<file path="config.mk">
export PLATFORM = sky130hd
export DESIGN_NAME = instruction_fetch
export DESIGN_NICKNAME = d
export VERILOG_FILES = /design/src/rtl/instruction_fetch.sv
export SDC_FILE = /design/constraint.sdc
export NUM_CORES = 1
export LEC_CHECK = 0
export BUFFER_PORTS_ARGS = -buffer_cell sky130_fd_sc_hd__buf_2
export CAP_MARGIN = 20
export CORE_MARGIN = 2
export CORE_UTILIZATION = 39
export DETAILED_ROUTE_END_ITERATION = 8
export GPL_ROUTABILITY_DRIVEN = 0
export PLACE_DENSITY = 0.7
export SLEW_MARGIN = 0
export SYNTH_ARGS = -nofsm -noshare
export SYNTH_HDL_FRONTEND = slang
export SYNTH_SLANG_ARGS = --single-unit
</file>
<file path="constraint.sdc">
create_clock -name i_clk -period 2.4 [get_ports i_clk]
set_input_delay 0.12 -clock i_clk [delete_from_list [all_inputs] [get_ports i_clk]]
set_output_delay 0.12 -clock i_clk [all_outputs]
set_load 0.05 [all_outputs]
</file>
<file path="src/rtl/instruction_fetch.sv">
// rtl/instruction_fetch.sv - RISC-V fetch stage: PC, imem req/ack, decode valid/ready, redirect
module instruction_fetch #(
  parameter logic [31:0] RESET_PC = 32'h0000_0000
) (
  input  logic        i_clk,
  input  logic        i_rst,
  output logic        o_imemReq,
  output logic [31:0] o_imemAddr,
  input  logic        i_imemAck,
  input  logic [31:0] i_imemData,
  output logic        o_instrValid,
  input  logic        i_instrReady,
  output logic [31:0] o_instr,
  output logic [6:0]  o_operand,
  output logic [2:0]  o_funct3,
  output logic        o_funct7bit5,
  output logic [31:0] o_pc,
  input  logic        i_redirectEn,
  input  logic [31:0] i_redirectPc,
  output logic        o_fetchError
);

  typedef enum logic [1:0] {
    FETCH = 2'd0,
    HOLD  = 2'd1,
    HALT  = 2'd2
  } state_t;

  localparam logic [31:0] NOP_INSTR = 32'h0000_0013;

  state_t      state_q, state_d;
  logic [31:0] pc_q, pc_d;
  logic [31:0] instr_q, instr_d;
  logic        error_q, error_d;
  logic        redirect_aligned;

  assign redirect_aligned = (i_redirectPc[1:0] == 2'b00);

  // Next-state logic; redirect outranks both ack and ready
  always_comb begin
    state_d = state_q;
    pc_d    = pc_q;
    instr_d = instr_q;
    error_d = error_q;
    case (state_q)
      FETCH: begin
        if (i_redirectEn) begin
          if (redirect_aligned) begin
            pc_d = i_redirectPc;
          end else begin
            state_d = HALT;
            error_d = 1'b1;
          end
        end else if (i_imemAck) begin
          instr_d = i_imemData;
          state_d = HOLD;
        end
      end
      HOLD: begin
        if (i_redirectEn) begin
          if (redirect_aligned) begin
            pc_d    = i_redirectPc;
            state_d = FETCH;
          end else begin
            state_d = HALT;
            error_d = 1'b1;
          end
        end else if (i_instrReady) begin
          pc_d    = pc_q + 32'd4;
          state_d = FETCH;
        end
      end
      HALT: begin
        state_d = HALT;
      end
      default: begin
        state_d = FETCH;
      end
    endcase
  end

  // State and datapath registers with synchronous reset
  always_ff @(posedge i_clk) begin
    if (i_rst) begin
      state_q <= FETCH;
      pc_q    <= RESET_PC;
      instr_q <= NOP_INSTR;
      error_q <= 1'b0;
    end else begin
      state_q <= state_d;
      pc_q    <= pc_d;
      instr_q <= instr_d;
      error_q <= error_d;
    end
  end

  assign o_imemReq    = (state_q == FETCH) && !i_rst;
  assign o_instrValid = (state_q == HOLD);
  assign o_imemAddr   = pc_q;
  assign o_pc         = pc_q;
  assign o_instr      = instr_q;
  assign o_operand    = instr_q[6:0];
  assign o_funct3     = instr_q[14:12];
  assign o_funct7bit5 = instr_q[30];
  assign o_fetchError = error_q;

endmodule

</file>
==> results of run 1 <==
## cells in the final DEF, fill, tap and decap left out, types with 2 or more instances in the layout
cell                            instances
sky130_fd_sc_hd__nor4_1                 3
sky130_fd_sc_hd__nand2b_1               2
sky130_fd_sc_hd__or2_2                  2
sky130_fd_sc_hd__o32ai_1                2
sky130_fd_sc_hd__a311oi_1               5
sky130_fd_sc_hd__buf_2                178
sky130_fd_sc_hd__or3_1                  2
sky130_fd_sc_hd__or2_1                  2
sky130_fd_sc_hd__nand4_1                7
sky130_fd_sc_hd__a31oi_1                4
sky130_fd_sc_hd__bufinv_16              4
sky130_fd_sc_hd__buf_4                 14
sky130_fd_sc_hd__dlygate4sd3_1         11
sky130_fd_sc_hd__inv_1                  4
sky130_fd_sc_hd__o21ai_0               12
sky130_fd_sc_hd__o221a_2                3
sky130_fd_sc_hd__o22ai_1                9
sky130_fd_sc_hd__a211oi_1               6
sky130_fd_sc_hd__and3_1                 4
sky130_fd_sc_hd__nor3_1                13
sky130_fd_sc_hd__mux2i_1                7
sky130_fd_sc_hd__or4_1                  3
sky130_fd_sc_hd__o311ai_0               2
sky130_fd_sc_hd__dfxtp_1               67
sky130_fd_sc_hd__nand3_2                2
sky130_fd_sc_hd__o221ai_1               3
sky130_fd_sc_hd__a22oi_1                7
sky130_fd_sc_hd__nor2_1                22
sky130_fd_sc_hd__a21oi_1               51
sky130_fd_sc_hd__nand2_1               84
sky130_fd_sc_hd__clkbuf_8              10
sky130_fd_sc_hd__nand3_1               15
sky130_fd_sc_hd__and4_1                 7
sky130_fd_sc_hd__o31ai_1                4
sky130_fd_sc_hd__nand3b_1               2
## per-layer routing
layer	GRT usage	share of wire
met1	0.263	0.41
met2	0.352	0.47
met3	0.0639	0.10
met4	0.0832	0.018
met5	0	0
## worst register-to-register path, cell delays in order (launching register included)
cell and delay (ns):
sky130_fd_sc_hd__dfxtp_1 0.34, sky130_fd_sc_hd__ha_1 0.20, sky130_fd_sc_hd__and4_1 0.33, sky130_fd_sc_hd__nand4_1 0.22, sky130_fd_sc_hd__buf_4 0.23, sky130_fd_sc_hd__nor4_2 0.31, sky130_fd_sc_hd__nor3_1 0.07, sky130_fd_sc_hd__a311oi_1 0.27
## sequential cells by signal, indices dropped and copies added, names as in the netlist
name and flops:
o_imemAddr 32, o_instr 32, state_q 2, o_fetchError 1
## stage by stage
stage / cells / total power [uW] / cell area [um^2]
final: 705 / 3250 / 4630
after global routing: 705 / 3370 / 4630
after CTS: 705 / 3280 / 4630
after detailed placement: 678 / 1970 / 4240
after global placement: 678 / 1970 / 4240
after floorplan: 451 / 1810 / 3550
## report_power, final
group	switching (uW)	internal (uW)	total [uW]	leakage, uW
Combinational	539	195	734	0.00143
Sequential	61.4	1170	1230	0.000547
Clock	456	826	1280	0.000133
## cells by family after synthesis
logic type                 after synthesis
DFF                                     67
adders and majority gates                1
AOI/OAI and AO/OA                      117
muxes                                    7
buffers and inverters                   77
and+or+nand+nor                        182
## what timing repair did
| action | 4_1_cts | 5_1_grt |
|---|---|---|
| endpoints found under the setup margin | 0 | 0 |
| hold buffers | 11 | 0 |
| endpoints found under the hold margin | 11 | 0 |
## cell type report
cell class | instances | area (um^2) | share of cell area
inverter | 4 | 15.0 | 0.00324
sequential | 67 | 1340 | 0.290
clock inverter | 6 | 136 | 0.0295
multi-input combinational | 307 | 1760 | 0.379
tap | 108 | 135 | 0.0292
clock buffer | 10 | 138 | 0.0297
timing repair buffer | 203 | 1110 | 0.239
## final timing paths
kind,cells after the start,start,slack [ns],to
setup / recovery,7,o_imemAddr[2],0.32,o_imemAddr[26]
setup reg to reg,7,o_imemAddr[2],0.32,o_imemAddr[26]
hold / removal,3,i_imemData[5],0.02,o_instr[5]
hold reg to reg,2,o_instr[21],0.45,o_instr[21]
==> metrics.log, run 1 <==
[metrics] vertical die dimension: 99.5 um
[metrics] antenna violation net count after detailed routing: 0
[metrics] post-synthesis cell type count: 56
[metrics] floorplan die width: between 90 and 100 um
[metrics] xor and xnor area share after synthesis: 0
[metrics] clock tree from TritonCTS: yes
[metrics] Synth area leader: sky130_fd_sc_hd__dfxtp_1
[metrics] Post-Syn Area per Cell: 7.88 um^2
[metrics] via density per instance: 5.46
[metrics] setup repair after global routing missed its margin: no
[metrics] number of slew-limit violations in the final report: 0
[metrics] Max Fclk: 481 MHz
[metrics] Cells after Synth: 451
[metrics] CTS root buf: sky130_fd_sc_hd__clkbuf_8
[metrics] number of vias after detailed routing: 3846
[metrics] required arrival time at the worst endpoint: 2.64 ns
[metrics] largest driver fanout on the critical path: 8
[metrics] number of register bits inferred by synthesis: 67
[metrics] worst-path cell chain: ha_1 -> and4_1 -> nand4_1 -> buf_4 -> nor4_2 -> nor3_1 -> a311oi_1
[metrics] total core area: 0.00876 mm^2
[metrics] result of the run: complete, no violations
[metrics] worst-case setup slack after placement: roughly 0.34 ns
[metrics] # DRC: 0
[metrics] number of buffers created by CTS: 9
[metrics] clock tree sinks: 67
[metrics] leading post-synthesis cells by instance count: sky130_fd_sc_hd__nand2_1 (84), sky130_fd_sc_hd__dfxtp_1 (67), sky130_fd_sc_hd__a21oi_1 (51), sky130_fd_sc_hd__buf_4 (44), sky130_fd_sc_hd__nor2_1 (22)
[metrics] ports placed on the boundary: ~180
[metrics] worst hold slack: between 0.015 and 0.02 ns
[metrics] GRT overflow: 0
[metrics] sum of negative setup slack: 0 ns
[metrics] Crit. End Element: flop
[metrics] layout overhead on the synthesized area: 30.2%
[metrics] Crit path largest cell delay: 0.34 ns
[metrics] post-synthesis adder-cell area fraction: 0.00352
[metrics] final clock skew: 0.0124 ns
[metrics] final design utilization: 0.528
[metrics] minimum clock period: 2.08 ns
[metrics] slew at the pin closest to its max-slew limit: 0.689 ns
[metrics] Post-DP HPWL: approximately 7500 um
[metrics] Max H-tree Level: 3
[metrics] leakage power: 0.00211 uW
[metrics] total wire length after detailed routing: 10900 um
[metrics] Synth Area in Compound Gates: 0.211
[metrics] count of endpoints failing setup in the final report: 0
[metrics] post-CTS setup buffer count: 0
[metrics] pin count of the biggest net entering global routing: 33
[metrics] buffers and inverters on the worst path: 1
[metrics] DR iter-0 viols: 185
[metrics] share of layout cells above drive strength 1: 0.377
[metrics] Row Count: 34
[metrics] final hold vios: 0
[metrics] cell family with most CP delay: simple AND/OR/NAND/NOR gates
[metrics] number of warnings printed during yosys synthesis: 0
[metrics] deepest clock path buffer count: 2
[metrics] Area contributors post-synth: sky130_fd_sc_hd__dfxtp_1 (38%), sky130_fd_sc_hd__buf_4 (9.3%), sky130_fd_sc_hd__nand2_1 (8.9%), sky130_fd_sc_hd__a21oi_1 (7.2%), sky130_fd_sc_hd__nor2_1 (2.3%)
[metrics] dominant register cell in the synthesized netlist: sky130_fd_sc_hd__dfxtp_1
[metrics] number of synthesized flops with an enable pin: 0
[metrics] critical path startpoint category: flop
[metrics] max-slew headroom at the worst pin: 0.540
[metrics] Resize count post-CTS: 0
[metrics] Net Count, Synth: 521
[metrics] overall track demand over capacity in global routing: 0.214
[metrics] post-detailed-route wirelength per cell: 15.4 um
[metrics] share of flip-flops with an asynchronous set or reset: 0
[metrics] path type of the worst setup path: reg -> reg
[metrics] latest clock arrival within the worst-skew pair: 0.34 ns
[metrics] fraction of the mapped netlist area in simple logic gates: 0.256
[metrics] highest-delay cell along the critical path: sky130_fd_sc_hd__dfxtp_1
[metrics] number of buffers added on ports: about 180
[metrics] main combinational cell family by area after synthesis: simple AND/OR/NAND/NOR gates
[metrics] share of the synthesized area in the top cell type: 0.377
[metrics] total inserted antenna cells: 0
[metrics] number of antenna violations at the first check in global routing: 1
[metrics] Worst Path Arrival: 2.32 ns
[metrics] most instantiated library cell after synthesis: sky130_fd_sc_hd__nand2_1
[metrics] number of iterations in the first detailed-routing pass: 5
[metrics] area of the mapped netlist: approximately 0.0036 mm^2
[metrics] via count of the first global-routing pass: 3591
[metrics] PD cells: roughly 700 mW/mm^2
[metrics] wire length of the first global-routing pass: approximately 17000 um
[metrics] die area: 0.00989 mm^2
[metrics] Max VDD drop: between 400 and 500 uV
[metrics] minimum setup slack in the final design: 0.321 ns
[metrics] Layout fillers: between 800 and 900
[metrics] proportion of synthesized area in mux cells: 0.0197
[metrics] Initial Utilization: 0.405
[metrics] proportion of synthesized chip area in sequential cells: 0.377
[metrics] clock slew at the register clock pins of the worst setup and hold paths: 0.09 ns
[metrics] number of maximum-capacitance constraint violations: 0
[metrics] path type of the worst min-delay path: in -> reg
[metrics] final layout net count: roughly 660
[metrics] final cycle utilization of the critical path: 0.866
Note: power is estimated with default switching activity, not from simulation.
==> run 2, diff against run 1 <==
--- a/config.mk
+++ b/config.mk
@@ -7,11 +7,12 @@
 export LEC_CHECK = 0
 export BUFFER_PORTS_ARGS = -buffer_cell sky130_fd_sc_hd__buf_2
 export CAP_MARGIN = 20
-export CORE_MARGIN = 2
+export CORE_MARGIN = 1
 export CORE_UTILIZATION = 39
 export DETAILED_ROUTE_END_ITERATION = 8
 export GPL_ROUTABILITY_DRIVEN = 0
 export PLACE_DENSITY = 0.7
+export RECOVER_POWER = 100
 export SLEW_MARGIN = 0
 export SYNTH_ARGS = -nofsm -noshare
 export SYNTH_HDL_FRONTEND = slang
==> metrics.log, run 2 (synthesis results as in run 1) <==
[metrics] sum of negative setup slack: 0 ns (unchanged)
[metrics] Clock Power Share: 0.360 (was 0.395)
[metrics] Max H-tree Level: 3 (unchanged)
[metrics] path type of the worst setup path: reg -> reg (unchanged)
[metrics] vertical die dimension: 97.5 um (was 99.5 um)
[metrics] floorplan die width: 97.5 um (was 99.5 um)
[metrics] minimum clock period: 2.17 ns (was 2.08 ns)
[metrics] number of maximum-capacitance constraint violations: 0 (unchanged)
[metrics] slew at the pin closest to its max-slew limit: 1.06 ns (was 0.689 ns)
[metrics] final cycle utilization of the critical path: 0.902 (was 0.866)
[metrics] most frequent cells in the layout: sky130_fd_sc_hd__clkbuf_1 (112), sky130_fd_sc_hd__nand2_1 (84), sky130_fd_sc_hd__buf_2 (68), sky130_fd_sc_hd__dfxtp_1 (67), sky130_fd_sc_hd__a21oi_1 (52) (was sky130_fd_sc_hd__buf_2 (178), sky130_fd_sc_hd__nand2_1 (84), sky130_fd_sc_hd__dfxtp_1 (67), sky130_fd_sc_hd__a21oi_1 (51), sky130_fd_sc_hd__nor2_1 (22))
[metrics] antenna violation net count after detailed routing: 0 (unchanged)
[metrics] via count of the first global-routing pass: 3609 (was 3591)
[metrics] path type of the worst min-delay path: in -> reg (unchanged)
[metrics] Crit. End Element: flop (unchanged)
[metrics] leading cell type in the layout, fill and taps excluded: sky130_fd_sc_hd__clkbuf_1 (was sky130_fd_sc_hd__buf_2)
[metrics] share of power burned in combinational logic: 0.231 (was 0.226)
[metrics] post-detailed-route wirelength per cell: 15.4 um (about the same)
[metrics] post-CTS setup buffer count: 0 (unchanged)
[metrics] critical path startpoint category: flop (unchanged)
[metrics] CTS root buf: sky130_fd_sc_hd__clkbuf_8 (unchanged)
[metrics] setup repair after global routing missed its margin: no (unchanged)
[metrics] Initial Utilization: 0.405 (unchanged)
[metrics] reg-to-reg endpoint: o_imemAddr[31] (was o_imemAddr[26])
[metrics] wire length of the first global-routing pass: 17600 um (was 17100 um)
[metrics] Post-DP HPWL: 7310 um (was 7490 um)
[metrics] largest driver fanout on the critical path: 8 (unchanged)
[metrics] number of antenna violations at the first check in global routing: 0 (was 1)
[metrics] GRT overflow: 0 (unchanged)
[metrics] latest clock arrival within the worst-skew pair: 0.35 ns (was 0.34 ns)
[metrics] DR iter-0 viols: 183 (was 185)
[metrics] # DRC: 0 (unchanged)
[metrics] pin count of the biggest net entering global routing: 55 (was 33)
[metrics] required arrival time at the worst endpoint: 2.61 ns (was 2.64 ns)
[metrics] timing startpoint of the critical path: o_imemAddr[4] (was o_imemAddr[2])
[metrics] worst hold slack: 0.00779 ns (was 0.0178 ns)
[metrics] Worst Path Arrival: 2.38 ns (was 2.32 ns)
[metrics] number of buffers created by CTS: 9 (unchanged)
[metrics] die area: 0.00950 mm^2 (was 0.00989 mm^2)
[metrics] ports placed on the boundary: 179 (unchanged)
[metrics] Max VDD drop: 325 uV (was 453 uV)
[metrics] final layout net count: 660 (was 662)
[metrics] Seq pwr share: 0.409 (was 0.379)
[metrics] worst flop-to-flop path startpoint: o_imemAddr[4] (was o_imemAddr[2])
[metrics] final clock skew: 0.00850 ns (was 0.0124 ns)
[metrics] clock slew at the register clock pins of the worst setup and hold paths: 0.08 ns (was 0.09 ns)
[metrics] result of the run: complete, no violations (unchanged)
[metrics] layout overhead on the synthesized area: 23.5% (was 30.2%)
[metrics] deepest clock path buffer count: 2 (unchanged)
[metrics] Worst Setup EP: o_imemAddr[31] (was o_imemAddr[26])
[metrics] Row Count: 34 (unchanged)
[metrics] total core area: 0.00876 mm^2 (unchanged)
[metrics] count of endpoints failing setup in the final report: 0 (unchanged)
[metrics] FF-to-FF path depth: 6 (was 7)
[metrics] total wire length after detailed routing: 10800 um (was 10900 um)
[metrics] number of buffers added on ports: 178 (unchanged)
[metrics] overall track demand over capacity in global routing: 0.226 (was 0.214)
[metrics] Internal Power: 1980 uW (was 2190 uW)
[metrics] clock tree sinks: 67 (unchanged)
[metrics] worst-case setup slack after placement: 0.384 ns (was 0.338 ns)
[metrics] clock tree from TritonCTS: yes (unchanged)
[metrics] net switching component of the power: 1040 uW (was 1060 uW)
[metrics] number of vias after detailed routing: 3854 (was 3846)
[metrics] PD cells: 687 mW/mm^2 (was 702 mW/mm^2)
[metrics] number of iterations in the first detailed-routing pass: 5 (unchanged)
[metrics] Max Fclk: 462 MHz (was 481 MHz)
[metrics] via density per instance: 5.48 (was 5.46)
[metrics] final hold vios: 0 (unchanged)
[metrics] minimum setup slack in the final design: 0.234 ns (was 0.321 ns)
[metrics] number of slew-limit violations in the final report: 0 (unchanged)
[metrics] leakage power: 0.00161 uW (was 0.00211 uW)
[metrics] reg2reg setup slack: 0.23 ns (was 0.32 ns)
[metrics] max-slew headroom at the worst pin: 0.294 (was 0.540)
[metrics] total inserted antenna cells: 0 (unchanged)
[metrics] share of layout cells above drive strength 1: 0.182 (was 0.377)
[metrics] final design utilization: 0.501 (was 0.528)
[metrics] share of total power consumed by net switching: 0.345 (was 0.325)
-- run 2: cell types whose count changed in the layout (fill, tap and decap cells not counted), moves of 2 or more --
cell / delta
sky130_fd_sc_hd__buf_2: -110
sky130_fd_sc_hd__clkbuf_1: +112
sky130_fd_sc_hd__bufinv_16: -2
sky130_fd_sc_hd__buf_4: -3
-- run 2: repair_timing --
action | in CTS | in global routing
hold endpoints to repair | 10 | 0
hold buffers | 10 | 0
resized for setup | 0 | 0
-- run 2: power by group through the flow --
stage               sequential (uW)  combinational (uW)  clock, uW
floorplan                      1440                 371          0
global placement               1250                 708          0
detailed placement             1260                 710          0
CTS                            1230                 725       1100
global route                   1240                 739       1150
finish                         1230                 697       1080
-- run 2: per-layer routing --
layer / GRT usage / routed length, um / vias to the layer above
met5: 0 / 0 / -
met4: 0.104 / 255 / 0
met3: 0.0468 / 1040 / 22
met2: 0.366 / 4950 / 199
met1: 0.289 / 4560 / 1773
li1: - / - / 1860
-- run 2: worst max-delay path: stages (launching register included) --
cell and delay, ns:
sky130_fd_sc_hd__dfxtp_1 0.46, sky130_fd_sc_hd__nand3_1 0.21, sky130_fd_sc_hd__nor4_1 0.51, sky130_fd_sc_hd__clkbuf_1 0.39, sky130_fd_sc_hd__nand4_1 0.19, sky130_fd_sc_hd__mux2i_1 0.18
sky130_fd_sc_hd__o22ai_1 0.10
-- run 2: layout make-up --
class / instances / area (um^2)
well taps: 108 / 135
inverters: 4 / 15.0
multi-input cells: 307 / 1720
clock buffers: 12 / 155
fillers: 928 / 4380
clock inverters: 4 / 72.6
repair buffers: 201 / 945
flip-flops and latches: 67 / 1340
-- run 2: how the worst min path moves through the flow --
stage | slack [ns] | from | end | cells after the start
after floorplan | 0.24 | i_imemData[0] | o_instr[0] | 2
after global placement | 0.33 | i_imemData[4] | o_instr[4] | 3
after detailed placement | 0.34 | i_imemData[1] | o_instr[1] | 3
after CTS | 0.0004 | i_imemData[28] | o_instr[28] | 3
after global routing | 0.009 | i_imemData[15] | o_instr[15] | 3
final | 0.008 | i_imemData[30] | o_instr[30] | 3
-- run 2: stage by stage --
step | cell area (um^2) | cells | total power (uW)
after floorplan | 3550 | 451 | 1810
after global placement | 4240 | 677 | 1960
after detailed placement | 4240 | 677 | 1970
after CTS | 4560 | 703 | 3060
after global routing | 4390 | 703 | 3140
final | 4390 | 703 | 3020
==> run 3, diff against run 2 <==
==> constraint.sdc (replaced) <==
create_clock -name i_clk -period 2.67 [get_ports i_clk]
set_input_delay 0.1335 -clock i_clk [delete_from_list [all_inputs] [get_ports i_clk]]
set_output_delay 0.1335 -clock i_clk [all_outputs]
set_load 0.05 [all_outputs]
==> metrics.log, run 3 (synthesis results as in run 1) <==
[metrics] die area: 0.00950 mm^2 (unchanged)
[metrics] via count of the first global-routing pass: 3532 (was 3609)
[metrics] Layout fillers: 966 (was 928)
[metrics] Seq pwr share: 0.435 (was 0.409)
[metrics] path type of the worst min-delay path: in -> reg (unchanged)
[metrics] cell family with most CP delay: buffers and inverters (was simple AND/OR/NAND/NOR gates)
[metrics] deepest clock path buffer count: 2 (unchanged)
[metrics] # DRC: 0 (unchanged)
[metrics] leakage power: 0.00155 uW (was 0.00161 uW)
[metrics] result of the run: complete, no violations (unchanged)
[metrics] leading cell type in the layout, fill and taps excluded: sky130_fd_sc_hd__clkbuf_1 (unchanged)
[metrics] Max VDD drop: 286 uV (was 325 uV)
[metrics] clock tree from TritonCTS: yes (unchanged)
[metrics] Max Fclk: 429 MHz (was 462 MHz)
[metrics] total placed cells including tap cells: 674 (was 677)
[metrics] overall track demand over capacity in global routing: 0.221 (was 0.226)
[metrics] share of total power consumed by net switching: 0.368 (was 0.345)
[metrics] clock slew at the register clock pins of the worst setup and hold paths: 0.08 ns (about the same)
[metrics] reg-to-reg endpoint: o_imemAddr[9] (was o_imemAddr[31])
[metrics] total core area: 0.00876 mm^2 (unchanged)
[metrics] count of endpoints failing setup in the final report: 0 (unchanged)
[metrics] number of non-filler instances in the completed layout: 694 (was 703)
[metrics] largest driver fanout on the critical path: 31 (was 8)
[metrics] floorplan die width: 97.5 um (unchanged)
[metrics] area of all sequential standard cells: 0.00134 mm^2 (unchanged)
[metrics] net switching component of the power: 943 uW (was 1040 uW)
[metrics] buffers and inverters on the worst path: 2 (was 1)
[metrics] number of vias after detailed routing: 3805 (was 3854)
[metrics] pin count of the biggest net entering global routing: 42 (was 55)
[metrics] Resize count post-CTS: 0 (unchanged)
[metrics] share of layout cells above drive strength 1: 0.176 (was 0.182)
[metrics] share of power burned in combinational logic: 0.239 (was 0.231)
[metrics] number of antenna violations at the first check in global routing: 0 (unchanged)
[metrics] CTS root buf: sky130_fd_sc_hd__clkbuf_8 (unchanged)
[metrics] post-detailed-route wirelength per cell: 15.3 um (was 15.4 um)
[metrics] reg2reg setup slack: 0.34 ns (was 0.23 ns)
[metrics] GRT overflow: 0 (unchanged)
[metrics] worst-path cell chain: nor3b_1 -> clkbuf_1 -> clkbuf_2 -> a41oi_1 -> o221a_2 (was nand3_1 -> nor4_1 -> clkbuf_1 -> nand4_1 -> mux2i_1 -> o22ai_1)
[metrics] critical path startpoint category: flop (unchanged)
[metrics] worst hold path cell count: 3 (unchanged)
[metrics] Row Count: 34 (unchanged)
[metrics] clock tree sinks: 67 (unchanged)
[metrics] min-delay src: i_imemData[6] (was i_imemData[30])
[metrics] total inserted antenna cells: 0 (unchanged)
[metrics] via density per instance: 5.48 (about the same)
[metrics] footprint of the multi-input gates: 0.00172 mm^2 (about the same)
[metrics] wire length of the first global-routing pass: 17200 um (was 17600 um)
[metrics] total wire length after detailed routing: 10600 um (was 10800 um)
[metrics] most frequent cells in the layout: sky130_fd_sc_hd__clkbuf_1 (113), sky130_fd_sc_hd__nand2_1 (84), sky130_fd_sc_hd__buf_2 (68), sky130_fd_sc_hd__dfxtp_1 (67), sky130_fd_sc_hd__a21oi_1 (52) (was sky130_fd_sc_hd__clkbuf_1 (112), sky130_fd_sc_hd__nand2_1 (84), sky130_fd_sc_hd__buf_2 (68), sky130_fd_sc_hd__dfxtp_1 (67), sky130_fd_sc_hd__a21oi_1 (52))
[metrics] FF-to-FF path depth: 5 (was 6)
[metrics] max-slew headroom at the worst pin: 0.300 (was 0.294)
[metrics] antenna violation net count after detailed routing: 0 (unchanged)
[metrics] vertical die dimension: 97.5 um (unchanged)
[metrics] highest-delay cell along the critical path: sky130_fd_sc_hd__clkbuf_2 (was sky130_fd_sc_hd__nor4_1)
[metrics] PD cells: 601 mW/mm^2 (was 687 mW/mm^2)
[metrics] number of maximum-capacitance constraint violations: 0 (unchanged)
[metrics] Post-DP HPWL: 7360 um (was 7310 um)
[metrics] setup repair after global routing missed its margin: no (unchanged)
[metrics] layout overhead on the synthesized area: 19.8% (was 23.5%)
[metrics] latest clock arrival within the worst-skew pair: 0.34 ns (was 0.35 ns)
[metrics] final clock skew: 0.00755 ns (was 0.00850 ns)
[metrics] Crit. End Element: flop (unchanged)
[metrics] number of buffers added on ports: 178 (unchanged)
[metrics] final layout net count: 651 (was 660)
[metrics] Initial Utilization: 0.405 (unchanged)
[metrics] final hold vios: 0 (unchanged)
[metrics] number of iterations in the first detailed-routing pass: 5 (unchanged)
[metrics] Crit path largest cell delay: 0.58 ns (was 0.51 ns)
[metrics] Clock Power Share: 0.326 (was 0.360)
[metrics] end point of the most critical hold path: o_instr[6] (was o_instr[30])
[metrics] final cycle utilization of the critical path: 0.874 (was 0.902)
[metrics] slew at the pin closest to its max-slew limit: 1.05 ns (was 1.06 ns)
[metrics] sum of negative setup slack: 0 ns (unchanged)
[metrics] Worst Path Arrival: 2.58 ns (was 2.38 ns)
[metrics] required arrival time at the worst endpoint: 2.91 ns (was 2.61 ns)
[metrics] minimum clock period: 2.33 ns (was 2.17 ns)
[metrics] DR iter-0 viols: 156 (was 183)
[metrics] timing startpoint of the critical path: state_q[0] (was o_imemAddr[4])
[metrics] ports placed on the boundary: 179 (unchanged)
[metrics] number of slew-limit violations in the final report: 0 (unchanged)
[metrics] number of buffers created by CTS: 9 (unchanged)
[metrics] Internal Power: 1620 uW (was 1980 uW)
[metrics] worst flop-to-flop path startpoint: state_q[0] (was o_imemAddr[4])
[metrics] Max H-tree Level: 3 (unchanged)
[metrics] path type of the worst setup path: reg -> reg (unchanged)
==> run 3: cell count changes in the layout (fill, tap and decap cells not counted) <==
cell / previous run / this run
sky130_fd_sc_hd__clkinv_4: 0 / 1
sky130_fd_sc_hd__dlygate4sd3_1: 10 / 4
sky130_fd_sc_hd__clkinv_2: 1 / 3
sky130_fd_sc_hd__clkinvlp_4: 1 / 2
sky130_fd_sc_hd__clkbuf_8: 11 / 9
sky130_fd_sc_hd__nor3b_1: 1 / 2
sky130_fd_sc_hd__clkbuf_1: 112 / 113
sky130_fd_sc_hd__buf_4: 11 / 6
sky130_fd_sc_hd__nor3b_2: 1 / 0
sky130_fd_sc_hd__bufinv_16: 2 / 1
==> run 3: what timing repair did <==
| item | in CTS | in global routing |
|---|---|---|
| hold endpoints to repair | 4 | 0 |
| hold buffers | 4 | 0 |
| setup buffers | 0 | 0 |
==> run 3: area by class of cell <==
type / count / area share
multi-input cells: 307 / 0.404
inverters: 4 / 0.00353
repair buffers: 192 / 0.201
well taps: 108 / 0.0317
flip-flops and latches: 67 / 0.315
clock inverters: 7 / 0.0162
clock buffers: 9 / 0.0291
==> run 3: metrics by stage <==
stage                     power (uW)  setup slack [ns]  hold WS, ns  area, um^2   util
after detailed placement        1770             0.534        0.350        4210  0.481
final                           2560             0.337       0.0168        4260  0.486
after floorplan                 1630             0.349        0.258        3550      -
after global routing            2670             0.165      0.00649        4260  0.486
after global placement          1760             0.636        0.345        4210  0.481
after CTS                       2610             0.515      0.00228        4450  0.507
==> run 3: how the worst max path moves through the flow <==
stage / to / cells after the start
2_1_floorplan: o_imemAddr[28] / 7
3_3_place_gp: o_imemAddr[30] / 6
3_5_place_dp: o_imemAddr[30] / 6
4_1_cts: o_imemAddr[30] / 6
5_1_grt: o_imemAddr[12] / 6
6_report: o_imemAddr[9] / 5
==> run 3: worst min-delay path, cell delays in order <==
cell	delay (ns)
sky130_fd_sc_hd__buf_2	0.09
sky130_fd_sc_hd__nand2_1	0.04
sky130_fd_sc_hd__a21oi_1	0.05
==> run 3: power by group through the flow <==
| stage | Combinational [uW] | Clock [uW] | Sequential (uW) |
|---|---|---|---|
| 5_1_grt | 650 | 893 | 1120 |
| 4_1_cts | 638 | 861 | 1110 |
| 3_5_place_dp | 633 | 0 | 1130 |
| 2_1_floorplan | 334 | 0 | 1300 |
| 3_3_place_gp | 631 | 0 | 1130 |
| 6_report | 612 | 834 | 1120 |
==> run 3: routing by layer <==
layer	part of all wire	wire length [um]	GRT usage	up-vias
met5	0	0	0	-
met4	0.018	191	0.0984	0
met3	0.089	939	0.0496	20
met2	0.46	4890	0.349	199
met1	0.43	4580	0.288	1739
li1	-	-	-	1847
